**src/rtl/store_buffer_pkg.sv**
```systemverilog
// Shared definitions for the store buffer: funct3 store encodings and the
// layout of one buffered store.
package store_buffer_pkg;

  typedef enum logic [2:0] {
    FuSb = 3'd0,
    FuSh = 3'd1,
    FuSw = 3'd2
  } store_fu_e;

  typedef struct packed {
    logic [29:0] waddr;
    logic [31:0] wdata;
    logic [3:0]  wstrb;
  } sb_entry_t;

endpackage

```
**src/rtl/store_buffer_align.sv**
```systemverilog
// Replicates the store operand across byte lanes according to the store width,
// so the strobes alone select which bytes memory writes.
module sb_align
  import store_buffer_pkg::*;
(
  input  logic [2:0]  fu3,
  input  logic [31:0] st_data,
  output logic [31:0] wdata
);

  always_comb begin
    wdata = st_data;
    case (fu3)
      FuSb:    wdata = {4{st_data[7:0]}};
      FuSh:    wdata = {2{st_data[15:0]}};
      default: wdata = st_data;
    endcase
  end

endmodule

```
**src/rtl/store_buffer.sv**
```systemverilog
// Circular store buffer between the MEM stage and data memory, with a
// combinational word-address hazard check for loads.
module store_buffer
  import store_buffer_pkg::*;
#(
  parameter int unsigned DEPTH = 4
) (
  input  logic        clk,
  input  logic        rst,
  input  logic        st_valid,
  output logic        st_ready,
  input  logic [31:0] st_addr,
  input  logic [31:0] st_data,
  input  logic [2:0]  fu3,
  input  logic [3:0]  st_byte_en,
  output logic        mem_req_valid,
  input  logic        mem_req_ready,
  output logic [31:0] mem_req_addr,
  output logic [31:0] mem_req_wdata,
  output logic [3:0]  mem_req_wstrb,
  input  logic        ld_check,
  input  logic [31:0] ld_addr,
  output logic        ld_hazard,
  output logic        empty
);

  localparam int unsigned PtrW = $clog2(DEPTH);
  localparam int unsigned CntW = PtrW + 1;

  logic [PtrW-1:0] wr_ptr_q, rd_ptr_q;
  logic [CntW-1:0] count_q, count_d;
  sb_entry_t       mem_q [DEPTH];
  sb_entry_t       entry_in, head;
  logic [31:0]     aligned_data;
  logic            push, pop;

  sb_align u_align (
    .fu3     (fu3),
    .st_data (st_data),
    .wdata   (aligned_data)
  );

  assign st_ready      = (count_q != CntW'(DEPTH));
  assign mem_req_valid = (count_q != '0);
  assign empty         = (count_q == '0);
  assign push          = st_valid && st_ready;
  assign pop           = mem_req_valid && mem_req_ready;

  assign entry_in = '{waddr: st_addr[31:2], wdata: aligned_data, wstrb: st_byte_en};
  assign head     = mem_q[rd_ptr_q];

  assign mem_req_addr  = {head.waddr, 2'b00};
  assign mem_req_wdata = head.wdata;
  assign mem_req_wstrb = head.wstrb;

  always_comb begin
    count_d = count_q;
    case ({push, pop})
      2'b10:   count_d = count_q + 1'b1;
      2'b01:   count_d = count_q - 1'b1;
      default: count_d = count_q;
    endcase
  end

  always_ff @(posedge clk or posedge rst) begin
    if (rst) begin
      wr_ptr_q <= '0;
      rd_ptr_q <= '0;
      count_q  <= '0;
    end else begin
      if (push) wr_ptr_q <= wr_ptr_q + 1'b1;
      if (pop)  rd_ptr_q <= rd_ptr_q + 1'b1;
      count_q <= count_d;
    end
  end

  // Entry storage is not reset; validity comes from the pointers and count.
  always_ff @(posedge clk) begin
    if (push) mem_q[wr_ptr_q] <= entry_in;
  end

  // An entry is live when its distance from the head is below the count; the
  // store being pushed this cycle is not yet live, the one being popped still is.
  always_comb begin
    logic [PtrW-1:0] offset;
    logic            hit;
    offset = '0;
    hit    = 1'b0;
    for (int unsigned i = 0; i < DEPTH; i++) begin
      offset = PtrW'(i) - rd_ptr_q;
      if (({1'b0, offset} < count_q) && (mem_q[i].waddr == ld_addr[31:2])) hit = 1'b1;
    end
    ld_hazard = ld_check && hit;
  end

  logic unused_addr_bits;
  assign unused_addr_bits = ^{st_addr[1:0], ld_addr[1:0]};

endmodule

```
**config.mk**
```make
export PLATFORM = sky130hd
export DESIGN_NAME = store_buffer
export DESIGN_NICKNAME = d
export VERILOG_FILES = /design/src/rtl/store_buffer_pkg.sv /design/src/rtl/store_buffer_align.sv /design/src/rtl/store_buffer.sv
export SDC_FILE = /design/constraint.sdc
export NUM_CORES = 1
export LEC_CHECK = 0
export ABC_CLOCK_PERIOD_IN_PS = 5400
export CAP_MARGIN = 20
export CORE_ASPECT_RATIO = 0.6
export CORE_MARGIN = 1
export CORE_UTILIZATION = 49
export CTS_CLUSTER_DIAMETER = 30
export DETAILED_ROUTE_END_ITERATION = 16
export PLACE_DENSITY = 0.71
export SLEW_MARGIN = 30
export SYNTH_ARGS = -nofsm -noshare
export SYNTH_HDL_FRONTEND = slang
export SYNTH_HIERARCHICAL = 1
export SYNTH_SLANG_ARGS = --single-unit
```
**constraint.sdc**
```tcl
create_clock -name clk -period 5.4 [get_ports clk]
set_clock_uncertainty 0.1 [all_clocks]
set_input_delay 0.54 -clock clk [delete_from_list [all_inputs] [get_ports clk]]
set_output_delay 0.54 -clock clk [all_outputs]
set_load 0.01 [all_outputs]
```
Yosys cells after proc, flatten, opt, wreduce, memory -nomap -nowiden
Memory sizes are Yosys's and may differ from the RTL's.
Cells that the tools add are included.
{"block": "totals", "latchBits": 0, "mem_bits_ro": 0, "elab_cells": 43, "register_bits": 7, "memories": 1, "mem_bits_rw": 264}
{"block": "classes", "order_cmp": 4, "eq_ne": 8, "reduce_logical": 11, "n_div": 0, "shift": 0, "add_sub_neg": 8, "n_mul": 0, "mux": 8, "bitwise": 0}
{"memory": "mem_q", "depth": 4, "width": 66, "read_ports": 5, "rd_clocked_by_memory_dff": 0, "wr": 1, "line": "store_buffer.sv:32", "rtl": "sb_entry_t mem_q [DEPTH];"}
{"cell": "equality test 30 bit", "n": 4}
{"cell": "case mux 32 bit (2 select lines)", "n": 1}
{"cell": "< comparator 2 x 3 -> 1 bit", "n": 4}
{"cell": "logical AND 1 bit", "n": 7}
{"cell": "zero test 3 bit", "n": 2}
{"cell": "two-way mux 1 bit", "n": 6}
{"cell": "case mux 3 bit (2 select lines)", "n": 1}
{"cell": "adder 2 x 1 -> 2 bit (second input constant)", "n": 2}
{"cell": "subtractor 1 x 2 -> 2 bit (first input constant)", "n": 2}
{"cell": "subtractor 2 bit (first input constant)", "n": 2}
{"cell": "adder 3 x 1 -> 3 bit (second input constant)", "n": 1}
{"cell": "equality test 3 x 1 -> 1 bit (second input constant)", "n": 1}
{"cell": "!= test 3 bit (second input constant)", "n": 1}
{"cell": "nonzero test 3 bit", "n": 1}
{"cell": "subtractor 3 x 1 -> 3 bit (second input constant)", "n": 1}
{"cell": "equality test 2 x 1 -> 1 bit (second input constant)", "n": 1}
{"cell": "equality test 2 bit (second input constant)", "n": 1}
{"cell": "nonzero test 2 bit", "n": 1}

Logic depth before layout (Yosys ltp)
{"block": "depth", "depth_word": 8, "depth_mapped": 10, "depth_no_buf": 10}

Hierarchy
The synthesis kept the hierarchy.
{"mod": "store_buffer", "n_inst": 1, "cells_per_inst": 569, "area_per_inst_um2": 11364.6}
{"mod": "sb_align", "n_inst": 1, "cells_per_inst": 55, "area_per_inst_um2": 480.5}

Least setup slack after synthesis
No wires, ideal clock.
{"block": "synth_timing", "kind": "register to register", "from": "register count_q[1]", "to": "memory mem_q[0][0] (netlist name), enable pin", "setup_time_ps": 432, "path_stages_with_launch": 4, "synth_period_minus_slack_ps": 2803, "t_required_ps": 4868, "path_slack_ps": 2597, "n_path_buf": 0, "arrival_time_ps": 2271, "cell_sequence": "dfrtp_1 > inv_1 > nand3_1 > and3_1"}
{"block": "synth_between", "elab_chain_cells": 4}
{"element": "start: declaration", "line": "store_buffer.sv:31", "rtl": "logic [CntW-1:0] count_q, count_d;"}
{"element": "start signal: assignment", "line": "store_buffer.sv:73", "rtl": "count_q <= count_d;"}
{"element": "!= test 3 bit", "line": "store_buffer.sv:43", "rtl": "assign st_ready = (count_q != CntW'(DEPTH));"}
{"element": "via st_ready", "line": "store_buffer.sv:11", "rtl": "output logic st_ready,"}
{"element": "logical AND 1 bit", "line": "store_buffer.sv:46", "rtl": "assign push = st_valid && st_ready;"}
{"element": "two-way mux 1 bit", "line": "store_buffer.sv:79", "rtl": "if (push) mem_q[wr_ptr_q] <= entry_in;"}
{"element": "two-way mux 1 bit (not written as such)", "line": "store_buffer.sv:79"}
{"element": "end: declaration", "line": "store_buffer.sv:32"}
The timed path passes the listed nets, and every way through them passes these cells.

Worst setup path after layout
{"block": "layout_timing", "from": "input ld_addr[30]", "to": "output ld_hazard"}
{"block": "layout_between", "elab_chain_cells": 7, "elab_cells_between_ends": 13}
{"element": "start: declaration", "line": "store_buffer.sv:22", "rtl": "input logic [31:0] ld_addr,"}
{"element": "equality test 30 bit", "line": "store_buffer.sv:91", "rtl": "if (({1'b0, offset} < count_q) && (mem_q[i].waddr == ld_addr[31:2])) hit = 1'b1;"}
{"element": "logical AND 1 bit", "line": "store_buffer.sv:91"}
{"element": "two-way mux 1 bit (3 in a row)", "line": "store_buffer.sv:91"}
{"element": "two-way mux 1 bit (*)", "line": "store_buffer.sv:91"}
{"element": "logical AND 1 bit (*)", "line": "store_buffer.sv:93", "rtl": "ld_hazard = ld_check && hit;"}
{"element": "end: declaration", "line": "store_buffer.sv:23", "rtl": "output logic ld_hazard,"}
Mark *: on every way between the ends. The rest lies on a longest branch, timed or not.

==> impl_metrics.ini <==
[clock_tree]
hold_buffers = 0
htree_num_levels = 2
cts_inserted_buffers = 41
worstSkewPairLatency_ns = 0.51
clockRootBuffer = clkbuf_16
clock-sinks = 271
post_cts_buffers = 0
ctsResizeCount = 0
ctsLongestPathBuffers = 3
cts_tree = built
clkTransAtPathRegs_ns = 0.05

[global_route]
overflow = 0
grt_pass1_vias = 6825
grt_pass1_wl_mm = 41.7
track_usage_pct = 23.4
antenna_found_initial = 1
grt_max_degree = 42

[route]
drc = 0
wirelength_mm = 28.4
vias = 6577
vias_per_cell = 5.63
wl_per_cell_um = 24.4
postRouteAntennaNets = 0
drt_iter0_markers = 430
dr.pass1.iters = 5

[flow_run]
drv_cap = 0

[run_status]
outcome = complete, no violations

[power]
ir_worst_vdd_v = 0.000277
sw_frac_of_total_pct = 29.6
p_clk_share_pct = 31.8
p_sw_uw = 2430
cellLeakagePower_uw = 0.00519
power_frac_comb_pct = 31.2
power.share.sequential_pct = 37.0
intPower_uw = 5800
power.density_mw_per_mm2 = 540

[placed_design]
post-dp-hpwl_mm = 19.4
portBuffers = 173
gp_congestion = 0.862

[timing]
fmax_mhz = 258
rsz0062_at_grt = no
maxSlewHeadroom_pct = 40.8
hold_viol_final = 0
finalSetupTns_ns = 0
fin_crit_ns = 3.87
worstMarginPinSlew_ns = 0.888
finalSetupViolCount = 0
final_max_slew_viol_count = 0
timing.final.crit_share_pct = 71.7

[synth]
synth_top_flop_cell = edfxtp_1
yosys-top-cells-area = edfxtp_1 67%, mux4_2 13%, xor2_1 8.4%
yosysMostFrequentCell = edfxtp_1
yosys.area.top_type = edfxtp_1
syn_avg_cell_area_um2 = 19.0
synth_edf_count = 264
synthCells = 624
async_reset_ff_share_pct = 2.58
synth_top_area_share_pct = 66.9
netlist_top_cells_count = 264 x edfxtp_1, 114 x xor2_1, 66 x mux4_2
yosysWarnings = 6
ys_ff_latch = 271
netlist_area_mm2 = 0.0118
synth_cell_types = 34
seq_area_frac_synth_pct = 68.4

[floorplan]
io_pins = 180
die_y_um = 122
start_util_pct = 50.6
die-area_mm2 = 0.0248
core_area_mm2 = 0.0234
die_w_um = 203
num_rows = 43

[worst_setup_path]
crit_chain = clkdlybuf4s50_1 -> xor2_1 -> nor4_1 -> nand4_1 -> a2111oi_0 -> or4_1 -> clkdlybuf4s50_1
worst_ep_arrival_time_ns = 3.23
start_kind = primary input
path_max_fanout = 4
ff2ff_setup_slack_ns = 2.75
critPathMostFrequentCell = clkdlybuf4s50_1
cp-end-kind = primary output
crit_required_ns = 4.76
crit_path_max_incr_delay_ns = 0.65
critPathKind = primary input to primary output
cp_slowest_cell = nor4_1

[cells_and_area]
n_fill_cell = 1639
final_util_pct = 65.1
drive_gt1_share_pct = 19.6
finalNetCount = 937
syn_to_final_growth_pct = 28.7

[min_path]
worstHoldPathType = primary input to asynchronous set/reset pin
final timing paths:
kind | from | end | depth (start not counted)
worst max-delay path | ld_addr[30] | ld_hazard | 7
worst min-delay path | rst | count_q[0] | 2
worst max register to register | count_q[1] | mem_q[1][48] | 4
worst min register to register | count_q[0] | count_q[0] | 1
max in group asynchronous | rst | rd_ptr_q[0] | 2
min in group clk | count_q[0] | count_q[0] | 1
per-stage QoR:
| step | std cells | setup WS [ns] | power (uW) | hold slack, ns | instance area [um^2] |
|---|---|---|---|---|---|
| final | 1168 | 1.53 | 8230 | 0.169 | 15200 |
| after global routing | 1167 | 1.30 | 8550 | 0.179 | 15200 |
| after CTS | 1167 | 1.57 | 8320 | 0.165 | 15200 |
| after detailed placement | 1091 | 1.57 | 5680 | 0.415 | 13800 |
| after global placement | 1091 | 1.59 | 5620 | 0.388 | 13800 |
| after floorplan | 625 | 2.60 | 4430 | 0.243 | 11800 |
final cells by class:
| cell class | count | area, um^2 | share of cell area, % |
|---|---|---|---|
| Tap cell | 315 | 394 | 2.59 |
| Sequential cell | 271 | 8110 | 53.2 |
| Clock buffer | 46 | 1090 | 7.13 |
| Clock inverter | 30 | 300 | 1.97 |
| Timing Repair Buffer | 182 | 1800 | 11.8 |
| Antenna cell | 1 | 2.50 | 0.0164 |
| Inverter | 12 | 45.0 | 0.296 |
| Multi-Input combinational cell | 311 | 3500 | 23.0 |
per-layer routing:
metal / global-route usage [%] / vias to the layer above / routed length (um)
li1: - / 2896 / -
met1: 35.4 / 3408 / 13300
met2: 33.8 / 239 / 12300
met3: 6.37 / 34 / 2430
met4: 5.73 / 0 / 380
met5: 0 / - / 0
flip-flops by register name, summed over array words and instances, names as in the netlist:
| signal | cells |
|---|---|
| wr_ptr_q | 2 |
| count_q | 3 |
| mem_q | 264 |
| rd_ptr_q | 2 |
layout by cell type (no fill, tap or decap), drive strengths merged, types with 4 or more instances in the layout:
master / count
clkbuf: 46
edfxtp: 264
clkdlybuf4s50: 173
inv: 17
a21oi: 5
clkinvlp: 6
and3: 4
nand4: 8
ha: 9
clkinv: 15
buf: 9
a2111oi: 4
mux2i: 9
mux2: 16
o21ai: 17
dfrtp: 7
nor3: 5
xnor2: 13
mux4: 66
nand3: 6
bufinv: 4
nor4: 24
xor2: 114
kinds of logic (layout without fill, tap and decap cells):
| family | after synthesis | count (layout) | share of synthesized area (%) |
|---|---|---|---|
| AOI/OAI and AO/OA | 27 | 27 | 1.29 |
| xor gates and xnor gates | 127 | 127 | 9.39 |
| adders and majority gates | 10 | 10 | 1.12 |
| buffers and inverters | 43 | 270 | 2.09 |
| DFF | 271 | 271 | 68.4 |
| muxes | 91 | 91 | 14.9 |
| other | 1 | 3 | 0.0317 |
| and+or+nand+nor | 54 | 54 | 2.78 |
power groups by stage:
stage	Clock, uW	Combinational [uW]	Sequential (uW)
floorplan	0	1470	2960
global placement	0	2560	3060
detailed placement	0	2590	3090
CTS	2660	2610	3050
global route	2740	2730	3080
finish	2620	2570	3040
critical path: cells and delay by family:
family,cells,cell delay [ns]
buffers and inverters,2,1.08
and+or+nand+nor,3,1.05
AOI/OAI and AO/OA,1,0.36
xor gates and xnor gates,1,0.21
Note: power is estimated with default switching activity, not from simulation.
